`config.mk`:
```
export PLATFORM = sky130hd
export DESIGN_NAME = avmm_regfile_bridge
export DESIGN_NICKNAME = d
export VERILOG_FILES = /design/src/rtl/avmm_regfile_bridge.sv
export SDC_FILE = /design/constraint.sdc
export NUM_CORES = 1
export LEC_CHECK = 0
export CORE_MARGIN = 2
export CORE_UTILIZATION = 39
export DETAILED_ROUTE_END_ITERATION = 12
export GPL_ROUTABILITY_DRIVEN = 0
export GPL_TIMING_DRIVEN = 0
export MAX_ROUTING_LAYER = met4
export PLACE_DENSITY = 0.79
export SETUP_SLACK_MARGIN = 0.15
export SLEW_MARGIN = 15
export SYNTH_ARGS = -nofsm -noshare
export SYNTH_HDL_FRONTEND = slang
export SYNTH_SLANG_ARGS = --single-unit
```
`constraint.sdc`:
```
create_clock -name clk_i -period 1.87 [get_ports clk_i]
set_input_delay 0.2805 -clock clk_i [delete_from_list [all_inputs] [get_ports clk_i]]
set_output_delay 0.2805 -clock clk_i [all_outputs]
set_load 0.03 [all_outputs]
```
`src/rtl/avmm_regfile_bridge.sv`:
```
// avmm_regfile_bridge: Avalon-MM slave that turns single-word reads/writes into register-file strobes
// Optional statistics counters: define AVMM_REGFILE_BRIDGE_STATS_EN
// Ports:
//   clk_i, rst_i (async, active-high)
//   avs_address_i/read_i/write_i/writedata_i/byteenable_i  Avalon request
//   avs_waitrequest_o, avs_readdata_o, avs_readdatavalid_o   Avalon response
//   rf_addr_o, rf_wren_o, rf_be_o, rf_data_o                 register-file strobes (registered)
//   rf_data_i                                                register-file combinational read data
//   proto_err_o                                              sticky read+write collision flag
//   stats_clr_i, wr_cnt_o, rd_cnt_o                          statistics (STATS_EN only)
module avmm_regfile_bridge #(
  parameter int ADDR_W = 7,
  parameter int DATA_W = 16,
  parameter int CNT_W  = 16
) (
  input  logic                clk_i,
  input  logic                rst_i,
  input  logic [ADDR_W-1:0]   avs_address_i,
  input  logic                avs_read_i,
  input  logic                avs_write_i,
  input  logic [DATA_W-1:0]   avs_writedata_i,
  input  logic [DATA_W/8-1:0] avs_byteenable_i,
  output logic                avs_waitrequest_o,
  output logic [DATA_W-1:0]   avs_readdata_o,
  output logic                avs_readdatavalid_o,
  output logic [ADDR_W-1:0]   rf_addr_o,
  output logic                rf_wren_o,
  output logic [DATA_W/8-1:0] rf_be_o,
  output logic [DATA_W-1:0]   rf_data_o,
  input  logic [DATA_W-1:0]   rf_data_i,
  output logic                proto_err_o
`ifdef AVMM_REGFILE_BRIDGE_STATS_EN
  ,
  input  logic                stats_clr_i,
  output logic [CNT_W-1:0]    wr_cnt_o,
  output logic [CNT_W-1:0]    rd_cnt_o
`endif
);
  localparam int BE_W = DATA_W / 8;
  typedef enum logic [1:0] {IDLE, WR, RD, RESP} state_t;
  state_t              state_q, state_d;
  logic [ADDR_W-1:0]   addr_q;
  logic [BE_W-1:0]     be_q;
  logic [DATA_W-1:0]   data_q, rdata_q;
  logic                err_q;
  logic                accept;
  assign accept = (state_q == IDLE) & (avs_read_i | avs_write_i);
  always_comb begin
    state_d = state_q;
    case (state_q)
      IDLE:    state_d = accept ? (avs_write_i ? WR : RD) : IDLE;
      WR:      state_d = IDLE;
      RD:      state_d = RESP;
      default: state_d = IDLE;
    endcase
  end
  always_ff @(posedge clk_i or posedge rst_i) begin
    if (rst_i) begin
      state_q <= IDLE;
      addr_q  <= '0;
      be_q    <= '0;
      data_q  <= '0;
      rdata_q <= '0;
      err_q   <= 1'b0;
    end else begin
      state_q <= state_d;
      if (accept) begin
        addr_q <= avs_address_i;
        be_q   <= avs_byteenable_i;
        data_q <= avs_writedata_i;
      end
      if (state_q == RD) rdata_q <= rf_data_i;
      if (accept & avs_read_i & avs_write_i) err_q <= 1'b1;
    end
  end
  assign avs_waitrequest_o   = rst_i | (state_q != IDLE);
  assign avs_readdatavalid_o = state_q == RESP;
  assign avs_readdata_o      = rdata_q;
  // a zero byte-enable write is dropped by never raising the strobe
  assign rf_wren_o           = (state_q == WR) & (|be_q);
  assign rf_addr_o           = addr_q;
  assign rf_be_o             = be_q;
  assign rf_data_o           = data_q;
  assign proto_err_o         = err_q;
`ifdef AVMM_REGFILE_BRIDGE_STATS_EN
  logic [CNT_W-1:0] wr_cnt_q, wr_cnt_d, rd_cnt_q, rd_cnt_d;
  always_comb begin
    wr_cnt_d = stats_clr_i ? '0 : (accept & avs_write_i & ~&wr_cnt_q) ? wr_cnt_q + 1'b1 : wr_cnt_q;
    rd_cnt_d = stats_clr_i ? '0 : (avs_readdatavalid_o & ~&rd_cnt_q) ? rd_cnt_q + 1'b1 : rd_cnt_q;
  end
  always_ff @(posedge clk_i or posedge rst_i) begin
    if (rst_i) begin
      wr_cnt_q <= '0;
      rd_cnt_q <= '0;
    end else begin
      wr_cnt_q <= wr_cnt_d;
      rd_cnt_q <= rd_cnt_d;
    end
  end
  assign wr_cnt_o = wr_cnt_q;
  assign rd_cnt_o = rd_cnt_q;
`else
  localparam int unused_cnt_w = CNT_W;
`endif
endmodule

```
==> results of run 1 <==
-- cells in the final DEF, fill, tap and decap left out --
cell and count:
clkbuf_8 6, clkinvlp_2 2, a21oi_1 1, nor3b_1 1, dfrtp_1 44, clkbuf_2 2
nor2_1 4, nand2b_1 1, and2_2 1, buf_4 1, clkbuf_1 2, inv_1 1
o21a_1 1, buf_12 2, nor2_2 1, dlygate4sd2_1 1, buf_2 1, buf_6 2
clkdlybuf4s50_1 86, mux2_4 20, clkinvlp_4 1, mux2_2 21, nand2_1 1, a31o_2 1
-- registers in the layout, summed over array words and instances (netlist names) --
name,count
rf_addr_o,7
proto_err_o,1
avs_readdata_o,16
state_q,2
rf_be_o,2
rf_data_o,16
-- kinds of logic (layout without fill, tap and decap cells) --
family                 Yosys count  after routing  synth area share, %
muxes                           41             41                30.15
AOI/OAI and AO/OA                3              3                1.195
buffers and inverters            7            107                4.216
and+or+nand+nor                  9              9                2.600
DFF                             44             44                61.84
-- repair_timing --
action,4_1_cts,5_1_grt
setup endpoints to repair,3,2
gates cloned,2,0
setup buffers,1,0
pin swaps,0,0
resized for setup,3,5
-- metrics by stage --
stage          util [%]  worst slack (ps)  power, mW  hold slack [ps]  std cells
4_1_cts           64.87             17.43      5.307            477.6        256
3_3_place_gp      62.50            -946.1      4.612            449.8        245
2_1_floorplan         -             213.5      3.474            288.9        104
5_1_grt           64.70             171.6      5.497            493.6        256
3_5_place_dp      62.50             -1018      4.687            464.3        245
6_report          64.70             225.8      5.237            472.9        256
-- power groups by stage --
| stage | sequential [mW] | combinational (mW) | clock [mW] |
|---|---|---|---|
| 3_3_place_gp | 1.68 | 2.93 | 0 |
| 2_1_floorplan | 2.59 | 0.883 | 0 |
| 4_1_cts | 1.71 | 2.98 | 0.625 |
| 6_report | 1.70 | 2.94 | 0.596 |
| 3_5_place_dp | 1.71 | 2.98 | 0 |
| 5_1_grt | 1.77 | 3.07 | 0.663 |
-- layer usage --
layer	wire, um	up-vias	GRT usage (%)
li1	-	555	-
met1	1692	614	20.87
met2	2207	44	30.56
met3	239	5	5.485
met4	44	0	4.403
met5	0	-	-
-- how the worst max path moves through the flow --
| stage | slack (ps) | from | end | cells past startpoint |
|---|---|---|---|---|
| after floorplan | 210 | rst_i | avs_waitrequest_o | 2 |
| after global placement | -950 | rst_i | avs_waitrequest_o | 4 |
| after detailed placement | -1020 | rst_i | avs_waitrequest_o | 4 |
| after CTS | 20 | rst_i | avs_waitrequest_o | 4 |
| after global routing | 170 | rst_i | avs_waitrequest_o | 4 |
| final | 230 | rf_be_o[1] | rf_be_o[1] | 1 |
-- area by class of cell --
type	count	area, um2	area share (%)
sequential	44	1101	38.82
timing repair buffer	90	887.1	31.27
multi-input combinational	53	604.3	21.31
clock buffer	8	90.09	3.176
buffer	5	67.56	2.382
tap	52	65.06	2.294
inverter	2	11.26	0.3970
timing repair inverter	2	10.01	0.3529
==> results.py, run 1 <==
metrics = {
    "global_routing": {
        "grt_use_total_pct": 17.97,
        "antenna_found_initial": 0,
        "overflow": 0,
        "grt_pass1_vias": 1448,
        "grt_max_degree": 23,
        "grt_pass1_wl_um": 6872,
    },
    "timing": {
        "skew_ps": 6.654,
        "fmax_mhz": 608.2,
        "fin_tns_setup_ps": 0,
        "hold_violations": 0,
        "worstMarginPinSlew_ps": 1010,
        "setup_violations": 0,
        "finalCritPeriodShare_pct": 87.93,
        "slew_viol_final": 0,
        "relSlewSlack_pct": 32.32,
        "rsz0062_at_grt": "false",
        "min_period_ps": 1644,
    },
    "cells_and_area": {
        "fillers": 322,
        "postLayoutCellArea_um2": 2836,
        "fin_nets": 248,
        "antennaDiodeCount": 0,
        "area_delta_synth_final_pct": 59.31,
        "drive_gt1_share_pct": 29.90,
    },
    "pwr": {
        "power_switching_mw": 2.040,
        "sequentialPowerShare_pct": 32.5,
        "p_leak_nw": 1.218,
        "swShare_pct": 38.95,
        "ir_drop_v": 0.0009334,
        "combPwrFrac_pct": 56.1,
        "p_int_mw": 3.198,
        "p_per_area_nw_per_um2": 1846,
        "pwr-share-clk_pct": 11.4,
    },
    "hold_path": {
        "hold_path_end": "proto_err_o",
        "min_from": "proto_err_o",
        "hold_path_class": "flop to flop",
        "hold_depth": 1,
    },
    "floorplan": {
        "initial_core_util_pct": 40.61,
        "coreArea_um2": 4384,
        "fp.dieH_um": 71.57,
        "ios": 90,
        "die_area_um2": 5122,
        "placementRows": 24,
        "die_w_um": 71.57,
    },
    "setup_path": {
        "startpoint_type": "flop",
        "cp.arrival_ps": 1360,
        "crit_buf_inv": 1,
        "worstPathRequired_ps": 1590,
        "r2r_end": "rf_data_o[0]",
        "worst_r2r_path_depth": 5,
        "r2r_setup_slack_ps": 390,
        "critPathCaptureType": "output port",
        "reg2reg_from": "state_q[0]",
        "slowest_stage": "clkdlybuf4s50_1",
        "slowest_delay_ps": 700,
        "crit_fanout": 3,
        "critical_path.top_delay_family": "buffers and inverters",
        "crit_chain": "clkdlybuf4s50_1",
        "criticalPathCategory": "flop to output port",
    },
    "run": {
        "drv_cap": 0,
    },
    "yosys": {
        "synth_top_cell_by_area": "dfrtp_1",
        "synth_seq_area_share_pct": 61.84,
        "netlist_instances": 104,
        "synth_edf_count": 0,
        "syn_avg_cell_area_um2": 17.12,
        "syn_area_um2": 1780,
        "synth_ff_type": "dfrtp_1",
        "yosysMostFrequentCell": "dfrtp_1",
        "yosys_warnings": 0,
        "synth_common_cells": "dfrtp_1 (44), mux2_2 (21), mux2_4 (20), nor2_1 (4)",
        "synth_top_area_share_pct": 61.84,
        "synth_seq_cells": 44,
        "async_flop_share_pct": 100.0,
        "ys_top_cells_by_area": "dfrtp_1 (62%), mux2_4 (17%), mux2_2 (13%), buf_12 (2.2%), buf_6 (1.3%)",
        "synth_cell_types": 16,
        "synth_nets": 149,
    },
    "cts": {
        "cts_tree": "done",
        "cts_buffers": 5,
        "htreeDepth": 2,
        "clock_sinks": 44,
        "worstSkewPairLatency_ps": 290,
        "cts_hold_buf": 0,
        "cts-root-buf": "clkbuf_8",
        "clk_pin_slew_ps": 80,
        "clk_path_buf_depth": 2,
    },
    "routing": {
        "antenna_left": 0,
        "drtIter0Drc": 36,
        "via_per_inst": 4.758,
        "vias": 1218,
        "drc_errors": 0,
        "routedWlPerCell_um": 16.34,
        "routed_wl_um": 4183,
        "firstDrtPassIters": 4,
    },
    "place": {
        "port_buffers": 89,
        "dpl-instance-area_um2": 2740,
        "hpwl_um": 3031,
    },
    "outcome": {
        "status": "finished, final reports clean",
    },
}
Power figures use the tool's default switching activity.
==> inputs of run 2 (changes only) <==
- CORE_ASPECT_RATIO: default -> 0.7
- CORE_MARGIN: 2 -> default
==> results.py, run 2 (synthesis gave the netlist of run 1 again) <==
metrics = {
    "timing": {
        "hold_violations": 0,
        "worstMarginPinSlew_ps": 551.6,
        "whs_ps": 271.1,
        "finalCritPeriodShare_pct": 88.94,
        "slew_viol_final": 0,
        "fmax_mhz": 601.2,
        "min_period_ps": 1663,
        "fin_tns_setup_ps": 0,
        "setup_ws_ps": 206.7,
        "skew_ps": 4.689,
        "relSlewSlack_pct": 63.03,
        "rsz0062_at_grt": "false",
        "setup_violations": 0,
    },
    "pwr": {
        "ir_drop_v": 0.001046,
        "p_per_area_nw_per_um2": 1869,
        "p_leak_nw": 1.240,
    },
    "global_routing": {
        "grt_use_total_pct": 19.55,
        "grt_pass1_wl_um": 6465,
        "overflow": 0,
        "grt_max_degree": 23,
        "grt_pass1_vias": 1276,
        "antenna_found_initial": 0,
    },
    "routing": {
        "via_per_inst": 4.591,
        "vias": 1189,
        "drtIter0Drc": 30,
        "firstDrtPassIters": 2,
        "routed_wl_um": 4073,
        "antenna_left": 0,
        "drc_errors": 0,
        "routedWlPerCell_um": 15.73,
    },
    "cts": {
        "cts_tree": "done",
        "htreeDepth": 2,
        "clk_path_buf_depth": 2,
        "worstSkewPairLatency_ps": 300,
        "clk_pin_slew_ps": 80,
        "clock_sinks": 44,
        "cts_buffers": 5,
        "cts-root-buf": "clkbuf_8",
    },
    "setup_path": {
        "worstPathRequired_ps": 1590,
        "cp-startpoint": "rf_be_o[1]",
        "crit_chain": "clkdlybuf4s50_1",
        "slowest_stage": "clkdlybuf4s50_1",
        "critical_path.top_delay_family": "buffers and inverters",
        "crit_buf_inv": 1,
        "startpoint_type": "flop",
        "crit_fanout": 3,
        "cp.arrival_ps": 1380,
        "r2r_setup_slack_ps": 400,
        "reg2reg_from": "state_q[0]",
        "critPathCaptureType": "output port",
        "criticalPathCategory": "flop to output port",
        "slowest_delay_ps": 710,
    },
    "cells_and_area": {
        "fin_nets": 248,
        "layout_commonest_cell": "clkdlybuf4s50_1",
        "most-common-layout-cells": "clkdlybuf4s50_1 (84), dfrtp_1 (44), mux2_2 (21)",
        "antennaDiodeCount": 0,
        "drive_gt1_share_pct": 30.39,
        "fillers": 324,
        "area_delta_synth_final_pct": 61.07,
    },
    "place": {
        "pre_cts_ws_ps": -1024,
        "hpwl_um": 2805,
        "port_buffers": 89,
    },
    "floorplan": {
        "die_w_um": 82.76,
        "placementRows": 20,
        "initial_core_util_pct": 40.89,
        "fp.dieH_um": 58.53,
        "die_area_um2": 4844,
        "ios": 90,
        "coreArea_um2": 4354,
    },
    "run": {
        "drv_cap": 0,
    },
    "hold_path": {
        "hold_path_class": "primary input to async pin",
    },
    "outcome": {
        "status": "finished, final reports clean",
    },
}
run 2: area by class of cell:
class / count / area [um2] / area share, %
plain buffers: 5 / 67.56 / 2.356
clock inverters: 2 / 35.03 / 1.222
repair inverters: 2 / 12.51 / 0.4363
repair buffers: 90 / 894.6 / 31.20
well taps: 55 / 68.82 / 2.400
multi-input cells: 53 / 604.3 / 21.07
inverters: 2 / 11.26 / 0.3927
clock buffers: 6 / 72.57 / 2.531
flip-flops and latches: 44 / 1101 / 38.39
run 2: repair_timing:
action | in CTS | in global routing
buffers inserted | 1 | 0
resized for setup | 6 | 4
gates cloned | 2 | 0
hold buffers | 0 | 0
endpoints found under the setup margin | 3 | 2
run 2: path summary, 6_finish.rpt:
kind	end	cells past startpoint
worst max-delay path	rf_be_o[1]	1
worst min-delay path	rf_data_o[12]	2
worst max register to register	rf_data_o[6]	5
worst min register to register	proto_err_o	1
max in group asynchronous	avs_readdata_o[9]	2
min in group clk_i	proto_err_o	1
run 2: report_power, final:
part,internal (mW),total (mW),leakage [nW],switching (mW)
Sequential,1.42,1.69,0.511,0.275
Combinational,1.48,2.95,0.673,1.47
Clock,0.397,0.721,0.0552,0.324
Total,3.29,5.36,1.24,2.07
run 2: per-layer routing:
| metal | track usage [%] | routed length, um | vias to the layer above | share of wire (%) |
|---|---|---|---|---|
| met5 | - | 0 | - | 0 |
| met3 | 8.062 | 340 | 3 | 8.3 |
| met2 | 28.57 | 1834 | 51 | 45 |
| met1 | 25.43 | 1868 | 582 | 46 |
| li1 | - | - | 553 | - |
| met4 | 4.433 | 29 | 0 | 0.71 |
run 2: through the flow:
step / cells / power (mW) / instance area (um2) / utilization [%]
finish: 259 / 5.361 / 2868 / 65.86
global route: 259 / 5.627 / 2868 / 65.86
CTS: 259 / 5.420 / 2867 / 65.83
detailed placement: 248 / 4.677 / 2744 / 63.02
global placement: 248 / 4.607 / 2744 / 63.02
floorplan: 104 / 3.474 / 1784 / -
==> inputs of run 3 (changes only) <==
- CAP_MARGIN: default -> 20
==> results of run 3 <==
Same layout as run 2: the final DEF is identical, and so are final timing and power.
==> RTL change, RTL diff (flow settings as in run 3) <==
The option `AVMM_REGFILE_BRIDGE_STATS_EN` is turned on by a define.
--- a/src/rtl/avmm_regfile_bridge.sv
+++ b/src/rtl/avmm_regfile_bridge.sv
@@ -8,6 +8,8 @@
 //   rf_data_i                                                register-file combinational read data
 //   proto_err_o                                              sticky read+write collision flag
 //   stats_clr_i, wr_cnt_o, rd_cnt_o                          statistics (STATS_EN only)
+`define AVMM_REGFILE_BRIDGE_STATS_EN
+
 module avmm_regfile_bridge #(
   parameter int ADDR_W = 7,
   parameter int DATA_W = 16,
Interface: changed (added rd_cnt_o, stats_clr_i and wr_cnt_o); port bits go from 90 to 123. The function was not compared with the original's and may differ.
==> RTL change against run 3 <==
  * The flow now finishes with violations (negative setup slack)
  * Via count grew to 2.7 times the old value
  * Wire length grew to 2.7 times the old value
  * Critical path type is now reg -> reg
  * Largest power group unchanged
  * Count of clock-buffer cells in the layout is 4 higher
  * Power is 42% higher
  * Worst setup slack worse by 0.46 ns
  * Sequential cell count is 32 higher
  * Largest cell class unchanged
  * Area after synthesis is 94% higher
  * Utilization is 4.8 points higher
  * Critical endpoint is now wr_cnt_o[15]
  * Final area is 110% higher
==> RTL change: results <==
[place]
placed_cells = 540
dp_hpwl_um = 6390
io_buffers = 121
post-place-ws_ns = -0.8820
place_area_um2 = 4984

[worst_setup_path]
critPathArrivalTime_ns = 2.39
critical-path-top-delay-family = "simple AND/OR/NAND/NOR gates"
endpoint = "wr_cnt_o[15]"
cp_max_fo = 6

[layout]
multi_input_area_share = 0.2947
drive_above_1_share = 0.3975
postLayoutCoreUtil = 0.7068
nNonClkBuffers = 188
clkbuf_count = 10
seq_share = 0.3217
multi_input_cells = 202
stdcell_count = 608
non_clock_inverter_count = 6
nNetsFinal = 531
final-clk-cell-share = 0.05822

[sta]
setup_viol = 13
fin_ws_ns = -0.2575
holdWs_ns = 0.3790
tightest_slew_ns = 0.8850
setup_tns_ns = -1.967

[logic_synthesis]
yosysUniqueCellTypes = 39
synthXorXnorAreaFrac = 0.002538
synth_commonest_cells = "76 x dfrtp_1, 48 x mux2_2, 19 x a21oi_1"
synth_adder_area_share = 0.007252
synth_nets = 345
synthMuxAreaShare = 0.1653
synth.yosys.seq_area_share = 0.5511

[clock_tree]
insertion_delay_ns = 0.34
cts_root_buf = "clkbuf_16"
clkTransAtPathRegs_ns = 0.06
cts_made_buffers = 9

[run_status]
status = "finished with violations"
violations = "negative setup slack"

[power_and_ir_drop]
clkPwrFrac = 0.268
p_leak_nw = 2.755
peakVddDrop_mv = 1.256

[global_routing]
grt_max_degree = 37
grt_pass1_wl_um = 15530

[routing]
drt_iter0_markers = 191
routed_via_density = 5.340
wl_per_cell_um = 17.93

[floorplanning]
die-area_um2 = 9235
[RTL change: cell count changes after synthesis, moves of 10 or more]
cell and change:
dfrtp_1 +32, or3_1 +11, mux2_4 -20, nand2_1 +16
or4_1 +10, nor2_1 +12, a21oi_1 +18, mux2_2 +27
[RTL change: power by group through the flow]
stage | clock network (mW) | logic (mW) | registers [mW]
floorplan | 0 | 0.787 | 3.33
global placement | 0 | 2.93 | 2.39
detailed placement | 0 | 2.99 | 2.42
CTS | 2.05 | 3.03 | 2.39
global route | 2.13 | 3.33 | 2.45
finish | 2.03 | 3.18 | 2.38
[RTL change: layer usage]
metal | vias to the layer above | GRT usage | part of all wire
met2 | 151 | 0.3552 | 0.49
met4 | 0 | 0.08571 | 0.012
met3 | 13 | 0.06491 | 0.062
li1 | 1482 | - | -
met1 | 1601 | 0.2846 | 0.43
met5 | - | - | 0
[RTL change: timing repair]
action	4_1_cts	5_1_grt
pin swaps	6	9
resized for setup	55	67
endpoints found under the setup margin	71	66
setup buffers	30	22
